<file path="config.mk">
export PLATFORM = sky130hd
export DESIGN_NAME = ama_riscv_load_align_unit
export DESIGN_NICKNAME = d
export VERILOG_FILES = /design/src/rtl/ama_riscv_load_align_unit_pkg.sv /design/src/rtl/ama_riscv_load_extract.sv /design/src/rtl/ama_riscv_load_align_unit.sv
export SDC_FILE = /design/constraint.sdc
export NUM_CORES = 1
export LEC_CHECK = 0
export ABC_AREA = 1
export BUFFER_PORTS_ARGS = -buffer_cell sky130_fd_sc_hd__buf_2
export CORE_MARGIN = 2
export CORE_UTILIZATION = 50
export CTS_CLUSTER_DIAMETER = 50
export DETAILED_ROUTE_END_ITERATION = 7
export GPL_ROUTABILITY_DRIVEN = 0
export HOLD_SLACK_MARGIN = 0.15
export PLACE_DENSITY = 0.73
export SYNTH_ARGS = -nofsm -noshare
export SYNTH_HDL_FRONTEND = slang
export SYNTH_SLANG_ARGS = --single-unit
</file>
<file path="constraint.sdc">
create_clock -name clk -period 2.1 [get_ports clk]
set_input_delay 0.42 -clock clk [delete_from_list [all_inputs] [get_ports clk]]
set_output_delay 0.42 -clock clk [all_outputs]
set_load 0.05 [all_outputs]
</file>
<file path="src/rtl/ama_riscv_load_align_unit_pkg.sv">
// rtl/ama_riscv_load_align_unit_pkg.sv - size codes and FSM states for the load align unit
package ama_riscv_load_align_unit_pkg;

  // funct3[1:0] size codes
  localparam logic [1:0] DMEM_BYTE   = 2'd0;
  localparam logic [1:0] DMEM_HALF   = 2'd1;
  localparam logic [1:0] DMEM_WORD   = 2'd2;
  localparam logic [1:0] DMEM_DOUBLE = 2'd3;

  typedef enum logic [2:0] {
    LAU_IDLE   = 3'd0,
    LAU_ISSUE0 = 3'd1,
    LAU_WAIT0  = 3'd2,
    LAU_ISSUE1 = 3'd3,
    LAU_WAIT1  = 3'd4,
    LAU_RESP   = 3'd5
  } lau_state_t;

endpackage

</file>
<file path="src/rtl/ama_riscv_load_extract.sv">
// rtl/ama_riscv_load_extract.sv - window shift, byte mask and sign/zero extension of load data
module ama_riscv_load_extract
  import ama_riscv_load_align_unit_pkg::*;
#(
  parameter int XLEN = 32,
  localparam int NB  = XLEN / 8,
  localparam int OW  = $clog2(NB)
) (
  input  logic [2*XLEN-1:0] window,
  input  logic [OW-1:0]     off,
  input  logic [2:0]        width,
  output logic [XLEN-1:0]   data
);

  logic [2*XLEN-1:0] shifted;
  logic [XLEN-1:0]   mask;
  logic              msb;

  // byte offset selects the start of the field inside the two-beat window
  assign shifted = window >> {off, 3'b000};

  // keep the low field bytes, then fill the rest with the field MSB for signed loads
  always_comb begin
    mask = '1;
    msb  = shifted[2*XLEN-1];
    case (width[1:0])
      DMEM_BYTE: begin
        mask = XLEN'(8'hFF);
        msb  = shifted[7];
      end
      DMEM_HALF: begin
        mask = XLEN'(16'hFFFF);
        msb  = shifted[15];
      end
      DMEM_WORD: begin
        mask = XLEN'(32'hFFFF_FFFF);
        msb  = shifted[31];
      end
      default: begin
        mask = '1;
        msb  = shifted[XLEN-1];
      end
    endcase
    data = (shifted[XLEN-1:0] & mask) | ((msb && !width[2]) ? ~mask : '0);
  end

endmodule

</file>
<file path="src/rtl/ama_riscv_load_align_unit.sv">
// rtl/ama_riscv_load_align_unit.sv - load alignment FSM issuing one or two aligned memory beats
module ama_riscv_load_align_unit
  import ama_riscv_load_align_unit_pkg::*;
#(
  parameter int XLEN             = 32,
  parameter int AW               = 32,
  parameter int SPLIT_MISALIGNED = 1
) (
  input  logic            clk,
  input  logic            rst,
  input  logic            req_valid,
  output logic            req_ready,
  input  logic [AW-1:0]   req_addr,
  input  logic [2:0]      req_width,
  output logic            mem_req_valid,
  input  logic            mem_req_ready,
  output logic [AW-1:0]   mem_req_addr,
  input  logic            mem_rsp_valid,
  input  logic [XLEN-1:0] mem_rsp_data,
  output logic            rsp_valid,
  output logic [XLEN-1:0] rsp_data,
  output logic            rsp_misaligned,
  output logic            rsp_illegal
);

  localparam int NB = XLEN / 8;
  localparam int OW = $clog2(NB);

  lau_state_t        state;
  logic [OW-1:0]     off_q;
  logic [2:0]        width_q;
  logic              cross_q;
  logic [XLEN-1:0]   beat0_q;

  logic [OW-1:0]     off_in;
  logic              cross_in;
  logic              illegal_in;
  logic [XLEN-1:0]   beat0_sel;
  logic [XLEN-1:0]   beat1_sel;
  logic [XLEN-1:0]   ext_data;

  // classify the incoming request: byte offset, boundary crossing, unsupported size
  always_comb begin
    off_in     = req_addr[OW-1:0];
    cross_in   = (int'(off_in) + (1 << req_width[1:0])) > NB;
    illegal_in = (req_width[1:0] == DMEM_DOUBLE) && (XLEN == 32);
  end

  // the beat arriving this cycle feeds the extractor directly so the response registers on arrival
  always_comb begin
    beat0_sel = (state == LAU_WAIT0) ? mem_rsp_data : beat0_q;
    beat1_sel = (state == LAU_WAIT1) ? mem_rsp_data : '0;
  end

  ama_riscv_load_extract #(
    .XLEN (XLEN)
  ) u_extract (
    .window (({beat1_sel, beat0_sel})),
    .off    (off_q),
    .width  (width_q),
    .data   (ext_data)
  );

  // request/beat sequencing with all handshake and response outputs registered
  always_ff @(posedge clk) begin
    if (rst) begin
      state          <= LAU_IDLE;
      req_ready      <= 1'b1;
      mem_req_valid  <= 1'b0;
      mem_req_addr   <= '0;
      rsp_valid      <= 1'b0;
      rsp_data       <= '0;
      rsp_misaligned <= 1'b0;
      rsp_illegal    <= 1'b0;
      off_q          <= '0;
      width_q        <= '0;
      cross_q        <= 1'b0;
      beat0_q        <= '0;
    end else begin
      case (state)
        LAU_IDLE: begin
          if (req_valid) begin
            off_q     <= off_in;
            width_q   <= req_width;
            cross_q   <= cross_in;
            req_ready <= 1'b0;
            if (illegal_in) begin
              rsp_illegal <= 1'b1;
              rsp_valid   <= 1'b1;
              state       <= LAU_RESP;
            end else if (cross_in && (SPLIT_MISALIGNED == 0)) begin
              rsp_misaligned <= 1'b1;
              rsp_valid      <= 1'b1;
              state          <= LAU_RESP;
            end else begin
              mem_req_valid <= 1'b1;
              mem_req_addr  <= {req_addr[AW-1:OW], {OW{1'b0}}};
              state         <= LAU_ISSUE0;
            end
          end
        end
        LAU_ISSUE0: begin
          if (mem_req_ready) begin
            mem_req_valid <= 1'b0;
            state         <= LAU_WAIT0;
          end
        end
        LAU_WAIT0: begin
          if (mem_rsp_valid) begin
            beat0_q <= mem_rsp_data;
            if (cross_q) begin
              mem_req_valid <= 1'b1;
              mem_req_addr  <= mem_req_addr + AW'(NB);
              state         <= LAU_ISSUE1;
            end else begin
              rsp_data  <= ext_data;
              rsp_valid <= 1'b1;
              state     <= LAU_RESP;
            end
          end
        end
        LAU_ISSUE1: begin
          if (mem_req_ready) begin
            mem_req_valid <= 1'b0;
            state         <= LAU_WAIT1;
          end
        end
        LAU_WAIT1: begin
          if (mem_rsp_valid) begin
            rsp_data  <= ext_data;
            rsp_valid <= 1'b1;
            state     <= LAU_RESP;
          end
        end
        LAU_RESP: begin
          rsp_valid      <= 1'b0;
          rsp_misaligned <= 1'b0;
          rsp_illegal    <= 1'b0;
          req_ready      <= 1'b1;
          state          <= LAU_IDLE;
        end
        default: begin
          mem_req_valid <= 1'b0;
          rsp_valid     <= 1'b0;
          req_ready     <= 1'b1;
          state         <= LAU_IDLE;
        end
      endcase
    end
  end

endmodule
</file>
# Word level (Yosys, flattened, before mapping)
# Cells that the tools add are included.
[op_classes]
add_sub_neg = 2
n_mul = 0
div_mod_pow = 0
order_cmp = 1
eq_ne = 17
n_shift = 2
muxes = 37
n_bitwise = 6
reduce_logical = 19
[op_table]
columns = ["cell", "count"]
rows = [
  ["2-to-1 mux 32 bit", 10],
  ["case mux 32 bit (2 select lines)", 3],
  ["right shift 64 x 5 -> 32 bit", 1],
  ["adder 3 x 32 -> 32 bit", 1],
  ["adder 32 x 3 -> 32 bit (second input constant)", 1],
  ["AND 32 bit", 1],
  ["> comparator 32 x 4 -> 1 bit (second input constant)", 1],
  ["inverter 32 bit", 1],
  ["bitwise OR 32 bit", 1],
  ["<< shifter 1 x 2 -> 32 bit (first input constant)", 1],
  ["2-to-1 mux 3 bit", 7],
  ["!= test 2 bit (second input constant)", 9],
  ["case mux 3 bit (5 select lines)", 1],
  ["AND reduction 6 bit", 2],
  ["2-to-1 mux 1 bit", 11],
  ["AND reduction 5 bit", 2],
  ["case mux 1 bit (4 select lines)", 2],
  ["equality test 3 x 2 -> 1 bit (second input constant)", 2],
  ["equality test 3 bit (second input constant)", 2],
  ["case mux 1 bit (2 select lines)", 3],
  ["AND reduction 2 bit", 3],
  ["nonzero test 2 bit", 3],
  ["AND reduction 4 bit", 1],
  ["OR reduction 2 bit", 2],
  ["other kinds (11)", 13],
]
[word_totals]
reg_bits = 109
latchBits = 0
ram_bits = 0
romBits = 0
word_cells = 95
memories = 0

# Depth between registers and ports, before layout
[logic_depth]
depth_word = 10
depth_mapped = 13

# Hierarchy
# A second synthesis with hierarchy kept.
[unflattened]
hier_cells = 1167
area_unflattened_um2 = 7016.7
[modules_own_cells]
columns = ["module", "n_inst", "cells_each", "area_each_um2", "seq_area_each_um2"]
rows = [
  ["ama_riscv_load_align_unit", 1, 939, 5967.0, 2142.1],
  ["ama_riscv_load_extract", 1, 228, 1049.8, 0.0],
]

# Worst setup path after synthesis
# OpenSTA, ideal clock, no wires.
[synth_timing]
kind = "register -> register"
start = "reg mem_req_addr[2]"
end = "reg mem_req_addr[22]"
setup_ns = 0.117
arrival_time_ns = 1.949
required_time_ns = 1.983
setup_slack_ns = 0.034
stages_incl_launch_ff = 10
synth_period_minus_slack_ns = 2.066
path_cell_list = "dfxtp_1 -> ha_1 -> inv_1 -> nor2_1 -> and3_1 -> nand3_1 -> o21ai_0 -> nand3_1 -> nand2_1 -> nor2_1"
[synth_via]
elab_chain_cells = 4
[synth_rtl]
columns = ["element", "line_no", "rtl"]
rows = [
  ["start: declaration", "ama_riscv_load_align_unit.sv:17", "output logic [AW-1:0] mem_req_addr,"],
  ["start signal: assignment", "ama_riscv_load_align_unit.sv:97", "mem_req_addr <= {req_addr[AW-1:OW], {OW{1'b0}}};"],
  ["start signal: assignment", "ama_riscv_load_align_unit.sv:113", "mem_req_addr <= mem_req_addr + AW'(NB);"],
  ["adder 32 x 3 -> 32 bit", "ama_riscv_load_align_unit.sv:113", ""],
  ["2-to-1 mux 32 bit", "ama_riscv_load_align_unit.sv:111", "if (cross_q) begin"],
  ["2-to-1 mux 32 bit", "ama_riscv_load_align_unit.sv:109", "if (mem_rsp_valid) begin"],
  ["case mux 32 bit (2 select lines)", "ama_riscv_load_align_unit.sv:80", "case (state)"],
]
# No other way between the ends. The select of a mux whose other input is x is not followed.
# A chain may end at the register's enable or synchronous reset.

# Final worst setup path
[layout_timing]
start = "reg state[0]"
end = "reg rsp_data[12]"
[layout_via]
elab_chain_cells = 10
[layout_rtl]
columns = ["element", "line_no", "rtl"]
rows = [
  ["start: declaration", "ama_riscv_load_align_unit.sv:29", "lau_state_t state;"],
  ["start signal: assignment", "ama_riscv_load_align_unit.sv:67", "state <= LAU_IDLE;"],
  ["start signal: assignment", "ama_riscv_load_align_unit.sv:90", "state <= LAU_RESP;"],
  ["start signal: assignment", "ama_riscv_load_align_unit.sv:94", "state <= LAU_RESP;"],
  ["equality test 3 x 2 -> 1 bit or equality test 3 bit (tied branches)", "ama_riscv_load_align_unit.sv:51, ama_riscv_load_align_unit.sv:80, ama_riscv_load_align_unit.sv:52", ""],
  ["2-to-1 mux 32 bit (on tied branches)", "ama_riscv_load_align_unit.sv:51, ama_riscv_load_align_unit.sv:52", ""],
  ["right shift 64 x 5 -> 32 bit", "ama_riscv_load_extract.sv:20", "assign shifted = window >> {off, 3'b000};"],
  ["case mux 1 bit (2 select lines)", "ama_riscv_load_extract.sv:26", "case (width[1:0])"],
  ["logical AND 1 bit", "ama_riscv_load_extract.sv:44", "data = (shifted[XLEN-1:0] & mask) | ((msb && !width[2]) ? ~mask : '0);"],
  ["2-to-1 mux 32 bit", "ama_riscv_load_extract.sv:44", ""],
  ["bitwise OR 32 bit", "ama_riscv_load_extract.sv:44", ""],
  ["2-to-1 mux 32 bit", "ama_riscv_load_align_unit.sv:111", ""],
  ["2-to-1 mux 32 bit", "ama_riscv_load_align_unit.sv:109", ""],
  ["case mux 32 bit (2 select lines)", "ama_riscv_load_align_unit.sv:80", ""],
  ["end signal: assignment", "ama_riscv_load_align_unit.sv:116", "rsp_data <= ext_data;"],
  ["end signal: assignment", "ama_riscv_load_align_unit.sv:130", "rsp_data <= ext_data;"],
  ["end: declaration", "ama_riscv_load_align_unit.sv:21", "output logic [XLEN-1:0] rsp_data,"],
]
# Several ways; a longest one is shown, not always the timed one. The select of a mux whose other input is x is not followed.

==> results.json <==
{
  "status": "finished, final reports clean",
  "setup_tns_ns": 0,
  "final_area_um2": 7636,
  "finalSetupViolCount": 0,
  "rsz0062_at_grt": "no",
  "via_per_inst": 5.636,
  "gr-total-overflow": 0,
  "worstPathMaxFanout": 4,
  "hold_slack_ns": 0.3129,
  "ys_warn_count": 0,
  "clkSlewWorstSetupHoldPaths_ns": 0.07,
  "ant_nets": 0,
  "dpl_cell_area_um2": 7325,
  "track_usage": 0.2857,
  "max_slew_margin": 0.6677,
  "yosysUniqueCellTypes": 42,
  "syn_area_per_cell_um2": 6.420,
  "root_buffer": "clkbuf_16",
  "ios": 141,
  "mostFrequentLayoutCell": "nand2_1",
  "port_buffers": 137,
  "detail_route.wirelength_um": 20170,
  "post-dp-hpwl_um": 14510,
  "drt_iter0_drc": 700,
  "final_cell_mix": "241 x nand2_1, 137 x buf_2, 106 x o21ai_0, 106 x a21oi_1, 106 x dfxtp_1",
  "dieArea_um2": 13860,
  "critPathRequiredTime_ns": 2.39,
  "syn_area_um2": 6465,
  "drc": 0,
  "crit_arrival_ns": 2.30,
  "cts_sinks": 107,
  "clock_path_buffers": 2,
  "cp-start-kind": "flop",
  "synth-seq-cells": 107,
  "hold_violations": 0,
  "period_needed_ns": 2.005,
  "synth_seq_area_share": 0.3313,
  "nets": 1198,
  "grt_pass1_vias": 6506,
  "cts_buffers": 9,
  "routed-via-count": 7315,
  "syn_inst": 1007,
  "rows": 41,
  "cellPowerDensity_nw_per_um2": 1505,
  "total_power_mw": 11.49,
  "drive_gt1_frac": 0.1980,
  "synth_top_area_frac": 0.3313,
  "slew_viol_final": 0,
  "initial_utilization": 0.5123,
  "finalCritPeriodShare": 0.9546,
  "yosysTopAreaCell": "dfxtp_1",
  "worst_slew_pin_slew_ns": 0.4933,
  "clkLatencyLatePin_ns": 0.36,
  "max_freq_mhz": 498.8,
  "p_leak_nw": 3.295,
  "cts_tree": "yes",
  "synthTopCellsByArea": "dfxtp_1 33%, nand2_1 14%, a21oi_1 8.2%, o21ai_0 8.2%, nand3_1 6.4%",
  "area_growth_pct": 18.11,
  "die_h_um": 117.7,
  "core_area_um2": 12620,
  "worstSetupPathType": "flop to flop",
  "cts-htree-levels": 3,
  "fin_ws_ns": 0.09533,
  "wl_per_cell_um": 15.54,
  "end_kind": "flop",
  "grt_pass1_wl_um": 32160,
  "grt_antenna_before_repair": 0,
  "die_w_um": 117.7,
  "peakVddDrop_v": 0.0006245,
  "grt_max_degree": 57,
  "drt_pass1_iterations": 6,
  "cts_hold_buffers": 0,
  "hold_class": "input port to flop",
  "num_antenna_cells": 0,
  "finClkSkew_ns": 0.007382,
  "cap_violations": 0,
  "pre_cts_slack_ns": 0.1667
}
## registers in the layout, indices dropped and copies added, names as in the netlist
signal         flops
off_q              2
state              3
req_ready          1
beat0_q           32
width_q            3
mem_req_addr      30
rsp_valid          1
rsp_data          32
rsp_illegal        1
cross_q            1
mem_req_valid      1
## power by group
part           switching, mW  leakage [nW]  internal [mW]
clock network          0.789         0.144          0.982
logic                   4.67          2.28           1.89
registers              0.529         0.874           2.63
total                   5.98          3.30           5.50
## worst max-delay path, cell delays in order, from the launching register on
cell,delay (ns)
dfxtp_1,0.33
buf_4,0.15
nor2_2,0.18
nand2_1,0.13
nor2_1,0.15
inv_1,0.12
nor2_1,0.13
nor3_1,0.06
o21ai_0,0.43
inv_1,0.11
a21oi_1,0.14
## area by class of cell
cell class | instances | area [um2]
fill | 1277 | 4984
multi-input combinational | 742 | 3626
sequential | 107 | 2143
timing repair buffer | 172 | 1011
inverter | 90 | 337.8
clock buffer | 11 | 252.7
tap | 172 | 215.2
clock inverter | 4 | 50.05
## cell families (layout without fill, tap and decap cells)
| group | after synthesis | in the layout | share of synthesized area |
|---|---|---|---|
| xor+xnor | 2 | 2 | 0.002710 |
| compound gates | 289 | 289 | 0.2497 |
| fa+ha+maj | 4 | 4 | 0.008903 |
| other cells | 1 | 3 | 0.0005801 |
| flops | 107 | 107 | 0.3313 |
| simple gates | 444 | 444 | 0.2967 |
| buf+inv | 160 | 277 | 0.1101 |
## timing repair
action | CTS | global route
endpoints found under the setup margin | 0 | 15
resized for setup | 0 | 4
setup buffers | 0 | 0
## synth_stat cells, drive strengths merged
cell,count
a31oi,4
inv,90
a211o,1
nand4,5
conb,1
ha,3
a211oi,4
a21oi,106
nand3b,2
o221a,1
clkbuf,35
o211ai,35
nor2,70
o21ai,121
fa,1
nor3b,1
nand2,247
a21o,1
nand3,87
o22ai,5
dfxtp,107
nor4,2
buf,35
nor3,15
o31ai,6
and3,1
a221oi,5
xnor2,2
or2,14
## per-layer routing
layer  wire (um)  part of all wire  GRT usage
met1        8406              0.42     0.3551
met2        9538              0.47     0.4789
met3        1401             0.069    0.04700
met4         820             0.041     0.1408
met5           0                 0          0
## per-stage QoR
stage,std cells,util
after floorplan,1009,-
after global placement,1283,0.5804
after detailed placement,1283,0.5804
after CTS,1298,0.6044
after global routing,1298,0.6051
final,1298,0.6051
## final timing paths
kind | startpoint | endpoint | slack (ns) | cells after the start
worst max-delay path | state[0] | rsp_data[12] | 0.1 | 10
worst min-delay path | req_addr[2] | mem_req_addr[2] | 0.31 | 3
worst max register to register | state[0] | rsp_data[12] | 0.1 | 10
worst min register to register | beat0_q[20] | beat0_q[20] | 0.45 | 2
Note: power is estimated with default switching activity, not from simulation.
